<file path="src/rtl/ls148_pkg.sv">
// ---------------------------------------------------------------------------
// ls148_pkg
// Shared types and helpers for the LS148-style request encoder.
//   REQ_W        : number of request lines (8)
//   CODE_W       : width of the granted index (3)
//   ls148_state_t: grant FSM states IDLE / HOLD / GAP
//   prio_index() : index of the highest set bit (bit 7 = highest priority)
// ---------------------------------------------------------------------------
package ls148_pkg;

  localparam int REQ_W  = 8;
  localparam int CODE_W = 3;

  typedef enum logic [1:0] {
    IDLE = 2'd0,
    HOLD = 2'd1,
    GAP  = 2'd2
  } ls148_state_t;

  // Ascending scan so that the last set bit seen (the highest) wins.
  function automatic logic [CODE_W-1:0] prio_index(input logic [REQ_W-1:0] vec);
    logic [CODE_W-1:0] res;
    res = '0;
    for (int i = 0; i < REQ_W; i++) begin
      if (vec[i]) res = CODE_W'(i);
    end
    return res;
  endfunction

endpackage

</file>
<file path="src/rtl/ls148_req_encoder_if.sv">
// ---------------------------------------------------------------------------
// ls148_req_encoder_if
// Valid/ready code bus between the encoder (master) and its consumer (slave).
//   valid : code is offered and held stable until accepted
//   ready : consumer accepts the code when valid & ready
//   code  : binary index of the granted request
// ---------------------------------------------------------------------------
interface ls148_req_encoder_if;
  import ls148_pkg::*;

  logic              valid;
  logic              ready;
  logic [CODE_W-1:0] code;

  modport master (output valid, output code, input ready);
  modport slave  (input valid, input code, output ready);

endinterface

</file>
<file path="src/rtl/ls148_core.sv">
// ---------------------------------------------------------------------------
// ls148_core
// Purely combinational 8:3 priority encoder.
//   pending : request vector, bit 7 has the highest priority
//   idx     : index of the highest set bit (0 when nothing is set)
//   any     : at least one bit of pending is set
// ---------------------------------------------------------------------------
module ls148_core
  import ls148_pkg::*;
(
  input  logic [REQ_W-1:0]  pending,
  output logic [CODE_W-1:0] idx,
  output logic              any
);

  assign idx = prio_index(pending);
  assign any = |pending;

endmodule

</file>
<file path="src/rtl/ls148_req_encoder.sv">
// ---------------------------------------------------------------------------
// ls148_req_encoder
// Clocked 74LS148-style 8:3 priority encoder. Falling edges on the
// asynchronous active-low request lines are synchronized, captured into a
// pending register, and the highest pending index is offered on a
// valid/ready bus. A served request is cleared from pending on handshake.
//
// Ports
//   clk    : system clock, all state updates on the rising edge
//   rst_n  : synchronous active-low reset
//   ei_n   : active-low enable; high blocks capture and new grants
//   req_n  : asynchronous active-low request lines
//   bus    : valid/ready/code handshake (master side)
//   gs_n   : group select, always the inverse of valid
//   eo_n   : registered enable-out, low when enabled, idle and nothing pending
//   ovf    : one-cycle pulse when a request edge hits an already pending bit
//
// Parameter
//   SYNC_STAGES : synchronizer depth on each req_n bit, legal range 2..4.
//                 Request-to-valid latency is SYNC_STAGES+2 rising edges.
// ---------------------------------------------------------------------------
module ls148_req_encoder
  import ls148_pkg::*;
#(
  parameter int SYNC_STAGES = 2
) (
  input  logic                 clk,
  input  logic                 rst_n,
  input  logic                 ei_n,
  input  logic [REQ_W-1:0]     req_n,
  ls148_req_encoder_if.master  bus,
  output logic                 gs_n,
  output logic                 eo_n,
  output logic                 ovf
);

  // -------------------------------------------------------------------------
  // Synchronizer and edge history. Both reset to all-ones (inactive) so that
  // a line held low across reset produces a fresh falling edge afterwards.
  // -------------------------------------------------------------------------
  logic [SYNC_STAGES-1:0][REQ_W-1:0] sync_q;
  logic [REQ_W-1:0]                  prev_q;
  logic [REQ_W-1:0]                  req_s;

  always_ff @(posedge clk) begin
    if (!rst_n) begin
      sync_q <= '1;
      prev_q <= '1;
    end else begin
      sync_q <= {sync_q[SYNC_STAGES-2:0], req_n};
      prev_q <= req_s;
    end
  end

  assign req_s = sync_q[SYNC_STAGES-1];

  // Per-bit 1-to-0 detection on the synchronized lines.
  logic [REQ_W-1:0] fall_w;

  genvar gi;
  generate
    for (gi = 0; gi < REQ_W; gi++) begin : g_edge
      assign fall_w[gi] = prev_q[gi] & ~req_s[gi];
    end
  endgenerate

  // -------------------------------------------------------------------------
  // Pending register, clear-on-handshake and overflow detection.
  // -------------------------------------------------------------------------
  logic [REQ_W-1:0]  pending_q, pending_d;
  logic [REQ_W-1:0]  set_w, clr_w;
  logic              ovf_q, ovf_d;
  logic              eo_n_q, eo_n_d;
  logic              hs_w;

  ls148_state_t      state_q;
  logic              valid_q;
  logic [CODE_W-1:0] code_q;

  logic [CODE_W-1:0] idx_w;
  logic              any_w;

  ls148_core u_core (
    .pending (pending_q),
    .idx     (idx_w),
    .any     (any_w)
  );

  // Edges seen while disabled are dropped outright; they never overflow.
  assign set_w = ei_n ? '0 : fall_w;
  assign hs_w  = valid_q & bus.ready;
  assign clr_w = hs_w ? (REQ_W'(1) << code_q) : '0;

  always_comb begin
    // Set is applied after clear, so a new edge on the bit being served
    // keeps it pending; it is excluded from overflow for the same reason.
    pending_d = (pending_q & ~clr_w) | set_w;
    ovf_d     = |(set_w & pending_q & ~clr_w);
    eo_n_d    = ~(~ei_n & ~any_w & (state_q == IDLE));
  end

  always_ff @(posedge clk) begin
    if (!rst_n) begin
      pending_q <= '0;
      ovf_q     <= 1'b0;
      eo_n_q    <= 1'b1;
    end else begin
      pending_q <= pending_d;
      ovf_q     <= ovf_d;
      eo_n_q    <= eo_n_d;
    end
  end

  // -------------------------------------------------------------------------
  // Grant FSM. Priority is sampled only when leaving IDLE; once offered, the
  // code is held until accepted even if ei_n rises or a higher request lands.
  // GAP forces at least one idle cycle between consecutive grants.
  // -------------------------------------------------------------------------
  always_ff @(posedge clk) begin
    if (!rst_n) begin
      state_q <= IDLE;
      valid_q <= 1'b0;
      code_q  <= '0;
    end else begin
      case (state_q)
        IDLE: begin
          if (!ei_n && any_w) begin
            state_q <= HOLD;
            valid_q <= 1'b1;
            code_q  <= idx_w;
          end
        end
        HOLD: begin
          if (bus.ready) begin
            state_q <= GAP;
            valid_q <= 1'b0;
          end
        end
        GAP: begin
          state_q <= IDLE;
        end
        default: begin
          state_q <= IDLE;
          valid_q <= 1'b0;
        end
      endcase
    end
  end

  assign bus.valid = valid_q;
  assign bus.code  = code_q;
  assign gs_n      = ~valid_q;
  assign eo_n      = eo_n_q;
  assign ovf       = ovf_q;

endmodule

</file>
<file path="src/flat_wrapper.sv">
// flat-port wrapper written by rule: the top's interface ports become plain ports
module ls148_req_encoder_flat import ls148_pkg::*;
#(
  parameter int SYNC_STAGES = 2
)
  (clk, rst_n, ei_n, req_n, gs_n, eo_n, ovf, bus_valid, bus_code, bus_ready);
  ls148_req_encoder_if bus_i ();
  input  logic clk;
  input  logic rst_n;
  input  logic ei_n;
  input  logic [REQ_W-1:0] req_n;
  output logic gs_n;
  output logic eo_n;
  output logic ovf;
  output wire logic [$bits(bus_i.valid)-1:0] bus_valid;
  output wire logic [$bits(bus_i.code)-1:0] bus_code;
  input wire logic [$bits(bus_i.ready)-1:0] bus_ready;
  assign bus_valid = bus_i.valid;
  assign bus_code = bus_i.code;
  assign bus_i.ready = bus_ready;
  ls148_req_encoder #(.SYNC_STAGES(SYNC_STAGES)) u_core (.clk(clk), .rst_n(rst_n), .ei_n(ei_n), .req_n(req_n), .bus(bus_i), .gs_n(gs_n), .eo_n(eo_n), .ovf(ovf));
endmodule
</file>
<file path="config.mk">
export PLATFORM = sky130hd
export DESIGN_NAME = ls148_req_encoder_flat
export DESIGN_NICKNAME = d
export VERILOG_FILES = /design/src/rtl/ls148_pkg.sv /design/src/rtl/ls148_req_encoder_if.sv /design/src/rtl/ls148_core.sv /design/src/rtl/ls148_req_encoder.sv /design/src/flat_wrapper.sv
export SDC_FILE = /design/constraint.sdc
export NUM_CORES = 1
export LEC_CHECK = 0
export CORE_ASPECT_RATIO = 1.2
export CORE_UTILIZATION = 45
export CTS_CLUSTER_DIAMETER = 60
export CTS_CLUSTER_SIZE = 10
export DETAILED_ROUTE_END_ITERATION = 10
export GPL_TIMING_DRIVEN = 0
export PLACE_DENSITY = 0.67
export SYNTH_ARGS = -nofsm -noshare
export SYNTH_HDL_FRONTEND = slang
export SYNTH_SLANG_ARGS = --single-unit
</file>
<file path="constraint.sdc">
create_clock -name clk -period 1.6 [get_ports clk]
set_input_delay 0.32 -clock clk [delete_from_list [all_inputs] [get_ports clk]]
set_output_delay 0.32 -clock clk [all_outputs]
set_load 0.02 [all_outputs]
</file>
==> out/qor.txt, run 1 <==
worst vdd ir: 0.8072 mV
Period minus WS final: 1.528 ns
Synth Area per Inst: 10.20 sq um
number of DRC markers in iteration 0: 43
number of global-route vias before repair: 975
most frequent cells in the layout: dfxtp_1, nand2b_1, o21ai_0, and2_1, clkdlybuf4s50_1
Flop pwr share: 53.9%
PD cells: 1151 mW/mm^2
crit path to: u_core.ovf
Routed WL: 2523 microns
clk buf depth: 2
postcts setup bufs: 0
largest family of logic cells by synthesized area: simple AND/OR/NAND/NOR gates
Leak Pwr: 0.6816 nW
Filler cells: 260
Synth Net Count: 151
initial antenna violation count: 0
XOR/XNOR share of the synthesized area: 0%
first-pass GRT wire length: 4319 microns
antenna fix cells: 0
post-synthesis mux area share: 0%
Max Fclk: 654.4 MHz
grt ovf: 0
count of final max-slew check failures: 0
Critical Path RT: 1.85 ns
#FFs+latches synth: 40
Max-slew headroom: 68.87%
CTS buffer count: 5
simple-gate share of the synthesized area: 24.98%
Syn. warnings: 0
worst path arrival time: 1.77 ns
Pwr Total: 2.020 mW
post-synthesis instance total: 139
synthesized area: 0.001418 sq mm
CP Launch Type: register
layout cells sized above 1: 14.72%
RePlAce Congestion: 0.7841
placed inst area: 0.001620 sq mm
Multi-input gate area: 615.6 sq um
# placed instances: 189
Die Width: 53.24 microns
IO Pins: 19
post-synthesis sequential area ratio: 56.49%
Switch Pwr: 0.4604 mW
TritonCTS clock tree: done
Die Ht: 63.49 microns
HPWL after detailed placement: 1733 microns
period utilization: 95.51%
DRC Markers: 0
fin cells: 197
worst hold path class: input port to register
commonest non-fill, non-tap cell in the layout: dfxtp_1
via density per instance: 5.178
reg2reg end: u_core.ovf
Synth Area in Compound Gates: 15.89%
core area: 0.002890 sq mm
Die ar.: 0.003380 sq mm
Post-Synth Adder-Cell Area: 0%
Setup Viol. Count Final: 0
Reg2Reg Launch Point: u_core.bus.valid
FF/Latch Area: 807.0 sq um
num rows: 21
FF-to-FF path depth: 5
post-synth cell types: 30
clk sink count: 40
total track usage: 17.88%
clk slew on worst S/H paths: 0.11 ns
CTS Root Cell: clkbuf_4
IO Port Bufs: 16
reg2reg setup slack: 0.07 ns
via count: 1,020
CTS Hold Buffers Added: 0
Final Hold Vio Count: 0
Net Sw Frac: 22.79%
Clock Power Share: 36.2%
kind of critical path: register to register
# Max-Cap Violations: 0
Antenna Nets Post-Route: 0
critical path endpoint category: register
Pre-antenna DRT Iters: 4
Synth-to-Final Area Change: 23.83%
largest net degree at the start of global routing: 13
internal power: 1.559 mW
Gate power share: 9.8%
H-tree depth: 2
Worst Tran Pin Value: 0.4670 ns
Worst-Skew Late Latency: 0.35 ns
WL/cell: 12.81 microns
status: finished clean
Critical Path Source: u_core.bus.valid
cell area after layout: 0.001755 sq mm
final net count: 174
Hold Path Stages: 2
Initial Utilization: 49.05%
Final Skew: 0.006896 ns
Worst Path Max Fanout: 5
## sequential cells by signal (all words and copies together) (netlist names)
register	count
u_core.req_s	8
u_core.bus.code	3
u_core.prev_q	8
u_core.eo_n	1
u_core.ovf	1
u_core.bus.valid	1
u_core.state_q	2
u_core.pending_q	8
u_core.sync_q	8
## Yosys cell counts
master	n	area share, %
nor3b_1	1	0.53
a21oi_1	4	1.4
a22o_1	1	0.62
o31ai_1	4	2.1
nand2b_1	33	15
o21a_1	1	0.53
o22a_1	1	0.62
o21bai_1	1	0.53
o22ai_1	2	0.88
o21ai_0	11	3.9
o311a_1	1	0.71
o221ai_1	1	0.62
and2_1	9	4.0
nor2_2	1	0.44
nor2_1	2	0.53
inv_1	5	1.3
nand2_1	3	0.79
o211a_1	1	0.71
nor2b_1	1	0.44
nor2b_2	1	0.62
nor3_1	1	0.35
clkbuf_1	5	1.3
dfxtp_1	40	56
and4b_1	1	0.71
o311ai_1	1	0.62
o21ai_1	1	0.35
nand3_1	2	0.71
or4_1	1	0.53
or4_4	1	0.79
o41ai_2	2	2.3
## critical path: stages, from the launching register on
cell and delay (ns):
dfxtp_2 0.39, nand2_2 0.11, o41ai_4 0.33, o22a_1 0.17, o221ai_1 0.12, o311a_1 0.31
## per-layer routing
metal / GRT usage, % / wire length, microns / up-vias
met5: 0 / 0 / -
met1: 20.36 / 1159 / 471
met2: 28.91 / 1208 / 23
met3: 6.522 / 91 / 8
li1: - / - / 518
met4: 7.895 / 63 / 0
## power groups by stage
stage | clock (mW) | combinational, mW | sequential (mW)
5_1_grt | 0.792 | 0.221 | 1.10
2_1_floorplan | 0 | 0.109 | 1.11
4_1_cts | 0.746 | 0.195 | 1.09
6_report | 0.732 | 0.198 | 1.09
3_5_place_dp | 0 | 0.203 | 1.10
3_3_place_gp | 0 | 0.197 | 1.10
## cells by family (layout without fill, tap and decap cells)
family	Yosys count	after routing
DFF	40	40
buffers and inverters	10	34
AOI/OAI and AO/OA	32	32
and+or+nand+nor	57	57
## worst min-delay path by stage
| stage | start | end | slack, ns |
|---|---|---|---|
| global route | rst_n | u_core.req_s[4] | 0.33 |
| detailed placement | u_core.sync_q[7] | u_core.req_s[7] | 0.39 |
| finish | rst_n | u_core.req_s[0] | 0.32 |
| global placement | u_core.sync_q[4] | u_core.req_s[4] | 0.39 |
| CTS | rst_n | u_core.eo_n | 0.32 |
| floorplan | u_core.sync_q[0] | u_core.req_s[0] | 0.39 |
## stage by stage
| step | utilization, % | worst slack [ns] | setup TNS [ns] | hold WS (ns) |
|---|---|---|---|---|
| final | 60.74 | 0.07188 | 0 | 0.3174 |
| after global routing | 60.74 | -0.001072 | -0.001072 | 0.3330 |
| after CTS | 59.70 | 0.0003251 | 0 | 0.3224 |
| after detailed placement | 56.06 | -0.4359 | -1.425 | 0.3925 |
| after global placement | 56.06 | -0.4131 | -1.104 | 0.3883 |
| after floorplan | - | 0.08914 | 0 | 0.3863 |
## repair_timing
action,in CTS,in global routing
gates resized for setup,11,9
setup endpoints to repair,6,4
pin swaps,1,0
## layout make-up
cell class | instances | area share, %
sequential | 40 | 45.97
multi-input combinational | 89 | 35.07
timing repair buffer | 16 | 8.981
clock buffer | 7 | 3.706
tap | 34 | 2.423
clock inverter | 1 | 1.711
buffer | 5 | 1.069
inverter | 5 | 1.069
No activity file was read; power rests on OpenSTA's default activity.
==> inputs of run 2 (changes only) <==
CORE_ASPECT_RATIO = unset   (was 1.2)
SYNTH_HIERARCHICAL = 1   (was unset)
==> out/qor.txt, run 2 <==
status: finished clean
Syn. warnings: 6 (+6)
# Max-Cap Violations: 0 (unchanged)
post-synthesis instance total: 139 (unchanged)
CP Launch Type: register
IO Port Bufs: 16 (unchanged)
HPWL after detailed placement: 1784 microns (+3.0%)
final net count: 174 (unchanged)
H-tree depth: 2 (unchanged)
worst hold path class: input port to register
via density per instance: 4.845 (-6.4%)
grt ovf: 0 (unchanged)
Synth Area per Inst: 10.40 sq um (+1.9%)
number of global-route vias before repair: 917 (-5.9%)
IO Pins: 19 (unchanged)
worst path arrival time: 1.75 ns (-0.02 ns)
clk sink count: 40 (unchanged)
worst vdd ir: 0.5352 mV (-34%)
Synth area leaders: dfxtp_1, nand2b_1, o21ai_0, and2_1, mux2i_1
total track usage: 16.63% (-1.3 points)
Die Ht: 58.67 microns (-7.6%)
Period minus WS final: 1.516 ns (-0.01169 ns)
Post-synth EDFFs: 0 (unchanged)
Post-synth ARST share: 0% (unchanged)
Die ar.: 0.003442 sq mm (+1.9%)
first-pass GRT wire length: 4071 microns (-5.7%)
Pre-antenna DRT Iters: 6 (+2)
top cells by count, synth: dfxtp_1, nand2b_1, o21ai_0
Worst Tran Pin Value: 0.5080 ns (+0.04103 ns)
Worst-Skew Late Latency: 0.33 ns (-0.02 ns)
Initial Utilization: 47.34% (-1.7 points)
most frequent cells in the layout: dfxtp_1, nand2b_1, o21ai_0, clkdlybuf4s50_1, and2_1
Setup Viol. Count Final: 0 (unchanged)
clk buf depth: 2 (unchanged)
top cell type's share of synthesized area: 55.41% (-1.1 points)
CTS Root Cell: clkbuf_4
clk slew on worst S/H paths: 0.11 ns (about the same)
WL/cell: 11.69 microns (-8.8%)
Top delay family on crit path: compound AO/OA/AOI/OAI gates
Final Hold Vio Count: 0 (unchanged)
Synth-to-Final Area Change: 20.17%
CTS buffer count: 5 (unchanged)
Leak Pwr: 0.6729 nW (-1.3%)
largest net degree at the start of global routing: 13 (unchanged)
Slowest Stage Delay on Critical Path: 0.47 ns (+0.08 ns)
WP buf/inv: 0 (unchanged)
Synth Net Count: 151 (unchanged)
period utilization: 94.78% (-0.73 points)
post-synthesis sequential area ratio: 55.41% (-1.1 points)
Final Skew: 0.009759 ns (+0.002863 ns)
crit-path cells: nand2b_1 -> o31ai_2 -> o22a_2 -> o221ai_2 -> o311a_1
TritonCTS clock tree: done
Antenna Nets Post-Route: 0 (unchanged)
num rows: 20 (-4.8%)
PD cells: 1080 mW/mm^2 (-6.1%)
area leader, netlist: dfxtp_1
Worst Path Max Fanout: 7 (+2)
kind of critical path: register to register
Max Fclk: 659.4 MHz (+0.77%)
#FFs+latches synth: 40 (unchanged)
RePlAce Congestion: 0.8078 (+3.0%)
Critical Path RT: 1.84 ns (about the same)
via count: 1,003 (-1.7%)
RSZ-0062 raised after global routing: no
CP max stage cell: dfxtp_1
post-layout util: 56.89% (-3.9 points)
predominant post-synthesis flop cell: dfxtp_1
core area: 0.003053 sq mm (+5.6%)
Routed WL: 2419 microns (-4.1%)
DRC Markers: 0 (unchanged)
reg2reg setup slack: 0.08 ns (about the same)
Die Width: 58.67 microns (+10%)
layout cells sized above 1: 11.04% (-3.7 points)
critical path endpoint category: register
hold_ws: 0.3259 ns (+0.008573 ns)
initial antenna violation count: 0 (unchanged)
antenna fix cells: 0 (unchanged)
number of DRC markers in iteration 0: 36 (-16%)
count of final max-slew check failures: 0 (unchanged)
Max-slew headroom: 66.13% (-2.7 points)
top-count cell post-synth: dfxtp_1
post-synth cell types: 31 (+3.3%)
commonest non-fill, non-tap cell in the layout: dfxtp_1
synthesized area: 0.001445 sq mm (+1.9%)
==> run 2: kinds of logic after synthesis <==
group                  Yosys count  share of synthesized area [%]
flip-flops                      40                          55.41
multiplexers                     3                          2.078
AND/OR/NAND/NOR                 59                          26.15
AO/OA/AOI/OAI                   28                          14.02
buffers and inverters            9                          2.337
==> run 2: timing repair <==
| item | in CTS | in global routing |
|---|---|---|
| gates resized for setup | 6 | 4 |
| setup buffers | 0 | 0 |
| pin swaps | 0 | 0 |
| hold buffers | 0 | 0 |
| endpoints found under the setup margin | 6 | 4 |
==> run 2: where the power goes <==
part	total, mW	internal (mW)	switching, mW
logic	0.177	0.0904	0.0862
registers	1.07	1.04	0.0290
clock network	0.631	0.328	0.303
total	1.88	1.46	0.418
==> run 2: layout make-up <==
cell class	count	area (sq um)
inverter	4	15.01
clock buffer	6	41.29
multi-input combinational	90	610.6
timing repair buffer	16	157.7
buffer	5	18.77
tap	44	55.05
clock inverter	2	35.03
fill	303	1316
sequential	40	803.3
==> run 2: per-stage QoR <==
step | instance area (sq um) | instances | TNS (ns) | power, mW | worst slack, ns
3_5_place_dp | 1660 | 199 | -1.296 | 1.277 | -0.3876
4_1_cts | 1729 | 207 | 0 | 1.904 | 0.003615
2_1_floorplan | 1445 | 139 | 0 | 1.203 | 0.1258
6_report | 1737 | 207 | 0 | 1.876 | 0.08356
5_1_grt | 1737 | 207 | 0 | 1.970 | 0.004456
3_3_place_gp | 1660 | 199 | -1.097 | 1.270 | -0.3681
==> run 2: path summary, 6_finish.rpt <==
| check | cells past startpoint | startpoint | to |
|---|---|---|---|
| max reg2reg | 5 | u_core/bus.code[0] | u_core/ovf |
| max | 5 | u_core/bus.code[0] | u_core/ovf |
| min | 2 | rst_n | u_core/req_s[7] |
| min reg2reg | 1 | u_core/sync_q[7] | u_core/req_s[7] |
==> run 2: layer usage <==
metal  wire (microns)  GRT usage, %  part of all wire [%]  vias to the layer above
met4               17         7.143                  0.70                        0
met2             1189         27.26                    49                       14
met1             1136         19.31                    47                      472
li1                 -             -                     -                      515
met3               75         6.593                   3.1                        2
met5                0             0                     0                        -
